**src/rtl/slice_pkg.sv**
```systemverilog
// rtl/slice_pkg.sv - shared types and helpers for the slice sequencer
//
// Purpose: sequencer FSM state encoding and the slice-index width helper,
// shared by slice_sequencer and slice_select.
// Ports: none (package).

package slice_pkg;

  typedef enum logic {
    IDLE = 1'b0,
    SEND = 1'b1
  } state_t;

  // Index width for n slices. This is never narrower than one bit, so a
  // single-slice operand still gets a real index port.
  function automatic int idx_w(input int n);
    return (n <= 1) ? 1 : $clog2(n);
  endfunction

endpackage

```
**src/rtl/slice_select.sv**
```systemverilog
// rtl/slice_select.sv - combinational S-bit slice picker
//
// Purpose: returns slice idx of a packed vector of N slices of S bits each.
//          Slice i occupies bits [(i+1)*S-1 : i*S].
// Ports:
//   vec   in  N*S    packed operand
//   idx   in  IDX_W  slice index; out-of-range values yield zero
//   slice out S      selected slice

module slice_select
  import slice_pkg::*;
#(
  parameter int S     = 4,
  parameter int N     = 2,
  parameter int IDX_W = idx_w(N)
) (
  input  logic [N*S-1:0]   vec,
  input  logic [IDX_W-1:0] idx,
  output logic [S-1:0]     slice
);

  // A compare-per-slice mux keeps non-power-of-two N safe: unused index
  // codes fall through to zero instead of reading past the vector.
  always_comb begin
    slice = '0;
    for (int i = 0; i < N; i++) begin
      if (int'(idx) == i) slice = vec[i*S +: S];
    end
  end

endmodule

```
**src/rtl/slice_sequencer.sv**
```systemverilog
// rtl/slice_sequencer.sv - streams operand pairs out as per-slice beats
//
// Purpose: accepts an operand pair (A, B) with a direction flag and emits
//          N_A beats, one S-bit slice of each operand per beat, LSB slice
//          first (reverse=0) or MSB slice first (reverse=1). A new pair can
//          be accepted on the last beat, giving back-to-back operation.
// Ports:
//   clk, rst             clock, asynchronous active-high reset
//   in_valid, in_ready   operand handshake
//   A, B, reverse        operands and ordering, sampled on acceptance
//   out_valid, out_ready beat handshake
//   a_slice, b_slice     current slices of A and B
//   slice_idx            physical index of the current slice
//   first, last          beat is the first / last of the operation

module slice_sequencer
  import slice_pkg::*;
#(
  parameter  int S     = 4,
  parameter  int N_A   = 2,
  localparam int IDX_W = idx_w(N_A)
) (
  input  logic               clk,
  input  logic               rst,
  input  logic               in_valid,
  output logic               in_ready,
  input  logic [N_A*S-1:0]   A,
  input  logic [N_A*S-1:0]   B,
  input  logic               reverse,
  output logic               out_valid,
  input  logic               out_ready,
  output logic [S-1:0]       a_slice,
  output logic [S-1:0]       b_slice,
  output logic [IDX_W-1:0]   slice_idx,
  output logic               first,
  output logic               last
);

  localparam logic [IDX_W-1:0] LAST_CNT = IDX_W'(N_A - 1);

  state_t               state, state_nxt;
  logic [IDX_W-1:0]     cnt, cnt_nxt;
  logic [N_A*S-1:0]     a_q, b_q;
  logic                 reverse_q;
  logic                 load;

  assign first     = (cnt == '0);
  assign last      = (cnt == LAST_CNT);
  assign slice_idx = reverse_q ? (LAST_CNT - cnt) : cnt;

  // Handshake and next-state logic. in_ready is gated by rst so nothing is
  // offered while the block is held in reset. Acceptance is evaluated last
  // so a load on the final beat overrides the return to IDLE.
  always_comb begin
    state_nxt = state;
    cnt_nxt   = cnt;
    in_ready  = 1'b0;
    out_valid = 1'b0;
    load      = 1'b0;

    case (state)
      IDLE: begin
        in_ready = !rst;
      end
      SEND: begin
        out_valid = 1'b1;
        in_ready  = !rst && last && out_ready;
        if (out_ready) begin
          if (last) state_nxt = IDLE;
          else      cnt_nxt   = cnt + 1'b1;
        end
      end
      default: state_nxt = IDLE;
    endcase

    if (in_valid && in_ready) begin
      load      = 1'b1;
      state_nxt = SEND;
      cnt_nxt   = '0;
    end
  end

  always_ff @(posedge clk or posedge rst) begin
    if (rst) state <= IDLE;
    else     state <= state_nxt;
  end

  always_ff @(posedge clk or posedge rst) begin
    if (rst) begin
      cnt       <= '0;
      a_q       <= '0;
      b_q       <= '0;
      reverse_q <= 1'b0;
    end else begin
      cnt <= cnt_nxt;
      if (load) begin
        a_q       <= A;
        b_q       <= B;
        reverse_q <= reverse;
      end
    end
  end

  slice_select #(.S(S), .N(N_A), .IDX_W(IDX_W)) u_sel_a (
    .vec   (a_q),
    .idx   (slice_idx),
    .slice (a_slice)
  );

  slice_select #(.S(S), .N(N_A), .IDX_W(IDX_W)) u_sel_b (
    .vec   (b_q),
    .idx   (slice_idx),
    .slice (b_slice)
  );

endmodule
```
**config.mk**
```make
export PLATFORM = sky130hd
export DESIGN_NAME = slice_sequencer
export DESIGN_NICKNAME = d
export VERILOG_FILES = /design/src/rtl/slice_pkg.sv /design/src/rtl/slice_select.sv /design/src/rtl/slice_sequencer.sv
export SDC_FILE = /design/constraint.sdc
export NUM_CORES = 1
export LEC_CHECK = 0
export CORE_UTILIZATION = 43
export CTS_CLUSTER_DIAMETER = 80
export DETAILED_ROUTE_END_ITERATION = 10
export PLACE_DENSITY = 0.84
export SLEW_MARGIN = 30
export SYNTH_ARGS = -nofsm -noshare
export SYNTH_HDL_FRONTEND = slang
export SYNTH_SLANG_ARGS = --single-unit
```
**constraint.sdc**
```tcl
create_clock -name clk -period 1.6 [get_ports clk]
set_input_delay 0.32 -clock clk [delete_from_list [all_inputs] [get_ports clk]]
set_output_delay 0.32 -clock clk [all_outputs]
set_load 0.05 [all_outputs]
```
* Yosys cells after proc, flatten, opt, wreduce, memory -nomap -nowiden
Cells that the tools add are included.
Word-level totals: output and inout bits 13, logic and storage cells 30, input bits 21, bits in latches 0, RAM bits 0, bits in registers 19, memory bits (read-only) 0, memories 0
Cells by class: bitwise gates (word level) 2, shifts and indexed selects 0, $mul 0, div/mod/pow operators 0, equal/unequal tests 0, reductions and logical operators 7, add/subtract/negate cells 2, multiplexer cells 14, order comparisons 0
Operators with widths (number):
- $mux W1 | 11
- $mux W4 | 2
- $reduce_bool A2 Y1 | 2
- $logic_and A1 B1 Y1 | 3
- $not A1 Y1 | 2
- $pmux W1 S2 | 1
- $reduce_and A2 Y1 | 1
- $add A1 B1 Y1 const B | 1
- $logic_not A1 Y1 | 1
- $sub A1 B1 Y1 const A | 1

* Depth between registers and ports, before layout
Gate-level depths: netlist of run 1.
depth after elaboration 7, mapped depth 4

* By module
Synthesis of run 1 repeated with hierarchy kept, for this count alone.
Second synthesis, totals: cell total of the unflattened synthesis 57, area, all modules 905.9 um2
By module, submodules not included:
- slice_sequencer | instances 1, seq. area each 475.5 um2, area an instance 815.8 um2, cells an instance 49
- slice_select | instances 2, seq. area each 0.0 um2, area an instance 45.0 um2, cells an instance 4

* Least setup slack after synthesis of run 1
OpenSTA, ideal clock, no wires.
kind flip-flop to output port, start register cnt (netlist: last), end output a_slice[0], buffers on the path 0, data required time 1280 ps, arrival time 1803 ps, stages on the path, launching flop included 3, slack -523 ps, path through dfrtp_1 -> xor2_4 -> mux2_2
On the way: word-level cells in the longest chain between the ends 3
RTL lines:
- from (decl) | RTL line slice_sequencer.sv:42 | logic [IDX_W-1:0] cnt, cnt_nxt;
- from (signal assigned) | RTL line slice_sequencer.sv:95 | cnt <= cnt_nxt;
- $sub A1 B1 Y1 | RTL line slice_sequencer.sv:49 | assign slice_idx = reverse_q ? (LAST_CNT - cnt) : cnt;
- $mux W1 * | RTL line slice_sequencer.sv:49
- via slice_idx | RTL line slice_sequencer.sv:34 | output logic [IDX_W-1:0] slice_idx,
- $mux W4 * | RTL line slice_select.sv:27 | if (int'(idx) == i) slice = vec[i*S +: S];
- to (decl) | RTL line slice_sequencer.sv:32 | output logic [S-1:0] a_slice,
The timed path passes the listed nets; every way through them passes the cells marked *.

* Worst setup path in the final report of run 1
start register cnt (netlist: last), end output b_slice[0]
On the way: word-level cells in the longest chain between the ends 3
RTL lines:
- $sub A1 B1 Y1 | RTL line slice_sequencer.sv:49
- $mux W1 * | RTL line slice_sequencer.sv:49
- $mux W4 * | RTL line slice_select.sv:27
- to (decl) | RTL line slice_sequencer.sv:33 | output logic [S-1:0] b_slice,
Every way passes the cells marked *; elsewhere a longest branch is shown, timed or not.

==> impl_metrics.env, run 1 <==
export IMPL_drive_above_1_share_pct=60.91
export IMPL_yosysSeqAreaShare_pct=51.42
export IMPL_gp_congestion=0.6843
export IMPL_arrival_ns=1.62
export IMPL_syn_avg_cell_area_um2=16.22
export IMPL_grt_overflow_total=0
export IMPL_hold_viol_final=0
export IMPL_cp_data_required_time_ns=1.28
export IMPL_netlist_instances=57
export IMPL_synthTopCellsByArea="dfrtp_1 (51%), mux2_2 (18%), mux2_4 (16%), xor2_4 (3.0%), buf_12 (2.2%)"
export IMPL_worstReg2RegEnd="b_q[7]"
export IMPL_hpwl_um=1411
export IMPL_yosys_warnings=0
export IMPL_drv_slew=0
export IMPL_cts_sink_count=19
export IMPL_reg2reg_depth=8
export IMPL_finClkSkew_ns=0.007381
export IMPL_postLayoutCoreUtil_pct=80.43
export IMPL_worstMarginPinSlew_ns=0.2451
export IMPL_grt_pass1_vias=724
export IMPL_root_buffer="clkbuf_4"
export IMPL_status="finished with violations"
export IMPL_row_count=16
export IMPL_nets=132
export IMPL_nFillCells=105
export IMPL_grt_use_total_pct=18.90
export IMPL_violations="negative setup slack"
export IMPL_fin_cells=137
export IMPL_r2r_start="last"
export IMPL_min_period_over_period_pct=121.0
export IMPL_antenna_found_initial=0
export IMPL_rrSetupSlack_ns=-0.15
export IMPL_cp_max_fo=6
export IMPL_maxSlewHeadroom_pct=83.66
export IMPL_cts_buffers=3
export IMPL_place_inst=126
export IMPL_htree_levels=1
export IMPL_die_w_um=48.37
export IMPL_rsz0062_at_grt="true"
export IMPL_grt_max_degree=20
export IMPL_fmax_mhz=516.3
export IMPL_routed_via_count=655
export IMPL_die_area_um2=2340
export IMPL_syn2layout_area_growth_pct=72.40
export IMPL_drc=0
export IMPL_hold_worst_slack_ns=0.4779
export IMPL_ioPinCount=34
export IMPL_portBuffers=33
export IMPL_die_height_um=48.37
export IMPL_hold_buffers=0
export IMPL_synth_top_cell_by_area="dfrtp_1"
export IMPL_drt_first_iter_violations=3
export IMPL_clock_latency_ns=0.31
export IMPL_final_setup_viol_count=29
export IMPL_setup_tns_ns=-5.554
export IMPL_initial_core_util_pct=46.65
export IMPL_hold_class="primary input to asynchronous set/reset pin"
export IMPL_drt_pass1_iter_count=3
export IMPL_cts_tree="yes"
export IMPL_ant_nets=0
export IMPL_grt_pass1_wl_um=3305
export IMPL_grtUsageMet3_pct=3.145
export IMPL_synth_top_area_share_pct=51.42
export IMPL_clock_tree_buffer_depth=2
export IMPL_vias_per_cell=4.781
export IMPL_antennaDiodeCount=0
export IMPL_setup_ws_ns=-0.3368
export IMPL_maxCapViolCount=0
export IMPL_use_met1_pct=21.81
export IMPL_crit_type="flip-flop to primary output"
export IMPL_wire_per_inst_um=16.09
export IMPL_cp_end_kind="primary output"
export IMPL_fin_crit_ns=1.937
export IMPL_use_met2_pct=35.45
export IMPL_synth_seq_cells=19
export IMPL_fp_coreArea_um2=1982
export IMPL_wl_um=2205
export IMPL_grt_busiest_layer="met2"
export IMPL_synth_net_count=78
export IMPL_start_kind="flip-flop"
export IMPL_clk_pin_slew_ns=0.12
export IMPL_synth_cell_types=13
export IMPL_syn_area_um2=924.6
critical path, stage by stage (launching register included):
cell and delay, ns:
dfrtp_4 0.52, xor2_4 0.19, buf_12 0.15, mux2_4 0.30, buf_6 0.15
cell type report:
cell class	count	area [um2]	area share, %
tap	27	33.78	2.119
clock buffer	3	22.52	1.413
clock inverter	1	5.005	0.3140
sequential	19	481.7	30.22
multi-input combinational	35	454.2	28.49
inverter	2	10.01	0.6279
timing repair buffer	50	586.8	36.81
flip-flops by register name (all words and copies together), names as in the netlist:
name	flops
b_q	8
a_q	8
reverse_q	1
state	1
last	1
repair_timing:
| item | 4_1_cts | 5_1_grt |
|---|---|---|
| setup endpoints to repair | 10 | 28 |
| cloned | 0 | 1 |
| pin swaps | 2 | 1 |
| gates resized for setup | 14 | 5 |
| setup buffers | 2 | 5 |
Yosys cell counts:
cell type	n
a21boi_4	1
buf_12	1
dfrtp_1	19
inv_1	2
mux2_2	15
mux2_4	10
nand2_1	1
nand2b_1	2
nor2_1	1
nor2_8	1
nor2b_1	1
o21ai_0	2
xor2_4	1
worst max path at each step:
stage | from | end | slack [ns] | cells after the start
5_1_grt | last | b_slice[0] | -0.39 | 4
4_1_cts | last | a_slice[0] | -0.34 | 4
2_1_floorplan | last | a_slice[0] | -0.33 | 2
3_3_place_gp | rst | a_q[6] | -0.1 | 5
6_report | last | b_slice[0] | -0.34 | 4
3_5_place_dp | rst | a_q[6] | -0.14 | 5
logic make-up (layout without fill, tap and decap cells):
family	Yosys count	in the layout	share of synthesized area, %
DFF	19	19	51.42
buffers and inverters	3	56	2.977
muxes	25	25	34.51
AOI/OAI and AO/OA	3	3	3.113
and+or+nand+nor	6	6	5.006
xor gates and xnor gates	1	1	2.977
layer usage:
metal	vias to the layer above	part of all wire [%]	wire length, um
met5	-	0	0
met3	2	3.3	72
met4	0	0.86	19
met1	327	41	894
li1	303	-	-
met2	23	55	1219
stage by stage:
step | setup slack, ns | cell area (um2)
2_1_floorplan | -0.3282 | 962.2
4_1_cts | -0.3401 | 1525
3_3_place_gp | -0.09813 | 1436
6_report | -0.3368 | 1594
3_5_place_dp | -0.1387 | 1436
5_1_grt | -0.3918 | 1594
layout by cell type (no fill, tap or decap), drive strengths merged:
cell type and n:
o21ai 2, nor2 2, clkbuf 4, inv 2
nand2b 2, mux2 25, nand2 1, dfrtp 19
xor2 1, buf 29, clkdlybuf4s50 20, nor2b 1
a21boi 1, clkinv 1
Power of run 1 is not shown: default switching activity piles up to over one toggle a cycle in this logic, so the estimate is an artifact.
==> run 2: changes to the inputs <==
Settings changed: CELL_PAD_IN_SITES_DETAIL_PLACEMENT from default to 2, CELL_PAD_IN_SITES_GLOBAL_PLACEMENT from default to 2, CORE_UTILIZATION 43 to 29.
==> impl_metrics.env, run 2 (synthesis results as in run 1) <==
export IMPL_status="finished with violations"
export IMPL_violations="negative setup slack"
export IMPL_clock_tree_buffer_depth=2
export IMPL_postLayoutCoreUtil_pct=53.06
export IMPL_drv_slew=0
export IMPL_crit_type="flip-flop to primary output"
export IMPL_row_count=20
export IMPL_die_w_um=58.47
export IMPL_cts_buffers=3
export IMPL_gp_congestion=0.7787
export IMPL_drc=0
export IMPL_crit_top_cell="buf_6"
export IMPL_vias_per_cell=4.244
export IMPL_grt_overflow_total=0
export IMPL_pre_cts_slack_ns=-0.1866
export IMPL_htree_levels=1
export IMPL_arrival_ns=1.65
export IMPL_grt_pass1_vias=729
export IMPL_hold_worst_slack_ns=0.4638
export IMPL_drt_pass1_iter_count=4
export IMPL_final_setup_viol_count=27
export IMPL_final_common_cell="clkdlybuf4s50_1"
export IMPL_setup_ws_ns=-0.3748
export IMPL_critPathMaxStageDelay_ns=0.52
export IMPL_start_kind="flip-flop"
export IMPL_maxCapViolCount=0
export IMPL_cp_end_kind="primary output"
export IMPL_grt_pass1_wl_um=3691
export IMPL_finClkSkew_ns=0.002973
export IMPL_place_inst=142
export IMPL_clock_latency_ns=0.32
export IMPL_antenna_found_initial=0
export IMPL_root_buffer="clkbuf_4"
export IMPL_hold_viol_final=0
export IMPL_layout_common_cells="clkdlybuf4s50_1 (20), mux2_4 (18), dfrtp_1 (17), buf_6 (17), buf_4 (9)"
export IMPL_fin_cells=156
export IMPL_routed_via_count=662
export IMPL_crit_path_top_delay_cell="dfrtp_4"
export IMPL_ant_nets=0
export IMPL_cp_data_required_time_ns=1.28
export IMPL_portBuffers=33
export IMPL_hold_buffers=0
export IMPL_cts_tree="yes"
export IMPL_maxSlewHeadroom_pct=83.22
export IMPL_top_regs="a_q: 8 flops, b_q: 8 flops"
export IMPL_cts_sink_count=19
export IMPL_rsz0062_at_grt="true"
export IMPL_grt_use_total_pct=15.41
export IMPL_wire_per_inst_um=14.93
export IMPL_grt_max_degree=20
export IMPL_fin_crit_ns=1.975
export IMPL_multi_input_area_um2=454.2
export IMPL_worstMarginPinSlew_ns=0.2516
export IMPL_min_period_over_period_pct=123.4
export IMPL_die_height_um=58.47
export IMPL_hold_class="primary input to asynchronous set/reset pin"
export IMPL_fp_coreArea_um2=3028
export IMPL_hpwl_um=1680
export IMPL_syn2layout_area_growth_pct=73.75
export IMPL_die_area_um2=3418
export IMPL_cp_max_fo=3
export IMPL_cp_cell_sequence="xor2_4, buf_6, mux2_4, buf_6"
export IMPL_ioPinCount=34
export IMPL_wl_um=2329
export IMPL_initial_core_util_pct=30.54
export IMPL_clk_pin_slew_ns=0.11
export IMPL_seq_area_um2=480.5
export IMPL_drt_first_iter_violations=22
export IMPL_nFillCells=289
export IMPL_nets=134
export IMPL_drive_above_1_share_pct=60.71
export IMPL_fmax_mhz=506.4
export IMPL_antennaDiodeCount=0
## run 2: through the flow
| step | setup TNS (ns) | area, um2 |
|---|---|---|
| 3_3_place_gp | -2.300 | 1438 |
| 5_1_grt | -7.183 | 1607 |
| 3_5_place_dp | -3.061 | 1438 |
| 6_report | -5.574 | 1607 |
| 4_1_cts | -3.460 | 1533 |
| 2_1_floorplan | -2.625 | 962.2 |
## run 2: repair_timing
item,CTS,global route
pin swaps,2,2
setup buffers,3,9
resized for setup,14,5
gates cloned,0,0
setup endpoints to repair,10,28
## run 2: layout make-up
type                    count  area share [%]
multi-input cells          35           28.27
well taps                  44           3.427
repair buffers             52           36.06
inverters                   2          0.6231
flip-flops and latches     19           29.91
clock inverters             1          0.3115
clock buffers               3           1.402
## run 2: final timing paths
path,from,end,slack [ns],depth (start not counted)
setup reg to reg,last,a_q[4],-0.16,8
setup / recovery,last,b_slice[0],-0.37,4
max in group asynchronous,rst,last,0.91,4
min in group clk,a_q[1],a_q[1],0.52,1
hold / removal,rst,a_q[2],0.46,4
hold reg to reg,a_q[1],a_q[1],0.52,1
## run 2: critical path, delay by kind of cell (launching register included)
kind	cells	cell delay, ns
flip-flops	1	0.52
multiplexers	1	0.31
buffers and inverters	2	0.31
XOR/XNOR	1	0.20
## run 2: routing by layer
metal	vias to the layer above	track usage [%]	routed length (um)	part of all wire [%]
li1	306	-	-	-
met1	327	16.64	897	39
met2	26	27.91	1259	54
met3	3	2.857	130	5.6
met4	0	9.184	41	1.8
met5	-	0	0	0
Power of run 2 is left out for the same reason.
==> run 3: changes to the inputs <==
Settings changed: ABC_AREA from default to 1, CORE_UTILIZATION 29 to 24, MAX_ROUTING_LAYER from default to met4.
==> impl_metrics.env, run 3 <==
export IMPL_status="finished with violations"
export IMPL_violations="negative setup slack"
export IMPL_grt_max_degree=21
export IMPL_highest_layer="met4"
export IMPL_cp_max_fo=10
export IMPL_nFillCells=402
export IMPL_rrSetupSlack_ns=0.29
export IMPL_maxCapViolCount=0
export IMPL_wl_met1_um=1378
export IMPL_r2r_start="last"
export IMPL_nets=181
export IMPL_synth_edf_count=0
export IMPL_row_count=22
export IMPL_fmax_mhz=598.9
export IMPL_whs_path_depth=2
export IMPL_htree_levels=1
export IMPL_hold_buffers=0
export IMPL_grt_overflow_total=0
export IMPL_hpwl_um=2462
export IMPL_netlist_instances=114
export IMPL_startpoint="last"
export IMPL_async_flop_share_pct=100.0
export IMPL_synth_commonest_cells="nand2_1 (57), dfrtp_1 (19), nand4_1 (17)"
export IMPL_ioPinCount=34
export IMPL_synth_seq_cells=19
export IMPL_fin_crit_ns=1.670
export IMPL_reg2reg_depth=6
export IMPL_p_sw_mw=2.161
export IMPL_setup_tns_ns=-0.4918
export IMPL_grt_pass1_wl_um=5513
export IMPL_die_height_um=64.07
export IMPL_cts_buffers=3
export IMPL_grt_use_total_pct=18.10
export IMPL_drive_above_1_share_pct=35.85
export IMPL_hp_start="a_q[2]"
export IMPL_gp_congestion=0.7879
export IMPL_ir_worst_vdd_mv=1.726
export IMPL_seqPwrFrac_pct=19.6
export IMPL_wire_per_inst_um=16.07
export IMPL_pwr_share_clk_pct=7.6
export IMPL_yosysSeqAreaShare_pct=51.42
export IMPL_holdPathEnd="a_q[2]"
export IMPL_synth_cell_types=13
export IMPL_final_common_cell="nand2_1"
export IMPL_rsz0062_at_grt="true"
export IMPL_clock_tree_buffer_depth=2
export IMPL_layout_common_cells="nand2_1 (38), clkdlybuf4s50_1 (20), nand4_1 (17), dfrtp_1 (17), buf_12 (16)"
export IMPL_cp_end_kind="primary output"
export IMPL_placed_cell_area_um2=1612
export IMPL_ant_nets=0
export IMPL_p_per_area_nw_per_um2=2611
export IMPL_arrival_ns=1.35
export IMPL_fp_coreArea_um2=3689
export IMPL_fin_area_um2=1725
export IMPL_worstMarginPinSlew_ns=0.2631
export IMPL_finClkSkew_ns=0.004429
export IMPL_hold_class="flip-flop to flip-flop"
export IMPL_synth_net_count=135
export IMPL_root_buffer="clkbuf_8"
export IMPL_clk_pin_slew_ns=0.07
export IMPL_fin_cells=207
export IMPL_dr_wl_met3_um=74
export IMPL_initial_core_util_pct=25.07
export IMPL_die_w_um=64.07
export IMPL_synth_top_area_share_pct=51.42
export IMPL_cts_sink_count=19
export IMPL_vias_per_cell=4.705
export IMPL_seq_area_um2=478.0
export IMPL_syn_avg_cell_area_um2=8.111
export IMPL_grt_pass1_vias=1088
export IMPL_portBuffers=33
export IMPL_worstReg2RegEnd="a_q[3]"
export IMPL_start_kind="flip-flop"
export IMPL_yosys_cell_count_top_type="nand2_1"
export IMPL_p_sw_share_pct=47.98
export IMPL_comb_power_share_pct=72.8
export IMPL_hold_worst_slack_ns=0.4753
export IMPL_drt_pass1_iter_count=4
export IMPL_drv_slew=0
export IMPL_wl_um=3327
export IMPL_cp_data_required_time_ns=1.28
export IMPL_drc=0
export IMPL_syn2layout_area_growth_pct=86.60
export IMPL_crit_type="flip-flop to primary output"
export IMPL_die_area_um2=4105
export IMPL_multi_input_area_um2=535.5
export IMPL_power_internal_mw=2.343
export IMPL_antenna_found_initial=0
export IMPL_place_inst=197
export IMPL_antennaDiodeCount=0
export IMPL_final_setup_viol_count=9
export IMPL_cts_tree="yes"
export IMPL_hold_viol_final=0
export IMPL_clock_latency_ns=0.26
export IMPL_maxSlewHeadroom_pct=82.46
export IMPL_syn_area_um2=924.6
export IMPL_synthFlopType="dfrtp_1"
export IMPL_min_period_over_period_pct=104.3
export IMPL_route_met2_wl_um=1841
export IMPL_yosys_warnings=0
export IMPL_routed_via_count=974
export IMPL_synth_top_cell_by_area="dfrtp_1"
export IMPL_synthTopCellsByArea="dfrtp_1 (51%), nand2_1 (23%), nand4_1 (12%), nand3_1 (4.3%), nand3_4 (1.9%)"
export IMPL_top_regs="a_q: 8 flops, b_q: 8 flops"
export IMPL_drt_first_iter_violations=23
export IMPL_postLayoutCoreUtil_pct=46.78
export IMPL_setup_ws_ns=-0.06959
export IMPL_power_leakage_nw=0.8083
[run 3: area by class of cell]
class                   count  share of cell area [%]
repair buffers             45                   34.08
well taps                  48                   3.481
flip-flops and latches     19                   27.70
clock buffers               4                   2.611
inverters                   4                   1.088
multi-input cells          87                   31.04
[run 3: cells by family (layout without fill, tap and decap cells)]
family | count (synthesis) | count (layout) | share of synthesized area [%]
AND/OR/NAND/NOR | 85 | 86 | 42.76
flip-flops | 19 | 19 | 51.42
buffers and inverters | 9 | 53 | 5.277
AO/OA/AOI/OAI | 1 | 1 | 0.5408
[run 3: worst max-delay path by stage]
stage | to | slack, ns | cells past startpoint
after floorplan | a_slice[0] | -0.22 | 5
after global placement | in_ready | 0.02 | 4
after detailed placement | a_q[3] | -0.07 | 6
after CTS | b_slice[3] | -0.1 | 6
after global routing | a_slice[3] | -0.12 | 5
final | b_slice[1] | -0.07 | 5
[run 3: per-stage QoR]
stage,setup WS (ns),power [mW]
floorplan,-0.2221,2.543
global placement,0.02061,3.912
detailed placement,-0.07480,4.000
CTS,-0.09653,4.456
global route,-0.1242,4.726
finish,-0.06959,4.504
[run 3: layer usage]
layer / vias up / global-route usage [%]
met1: 477 / 21.02
met2: 21 / 33.38
met3: 5 / 1.607
li1: 471 / -
met4: 0 / 4.261
met5: - / -
[run 3: timing repair]
item	CTS	global route
setup endpoints to repair	10	9
setup buffers	3	2
pin swaps	3	2
resized for setup	4	1
cloned	0	1
[run 3: power by group through the flow]
| stage | sequential (mW) | clock, mW | combinational [mW] |
|---|---|---|---|
| after floorplan | 0.942 | 0 | 1.60 |
| after global placement | 0.896 | 0 | 3.02 |
| after detailed placement | 0.906 | 0 | 3.09 |
| after CTS | 0.883 | 0.353 | 3.22 |
| after global routing | 0.912 | 0.374 | 3.44 |
| final | 0.883 | 0.342 | 3.28 |
[run 3: critical path: stages, from the launching register on]
cell	delay, ns
dfrtp_2	0.41
clkinvlp_4	0.15
nand2_8	0.14
nand3_1	0.15
nand2_4	0.11
buf_12	0.13
Note: power is estimated with default switching activity, not from simulation.
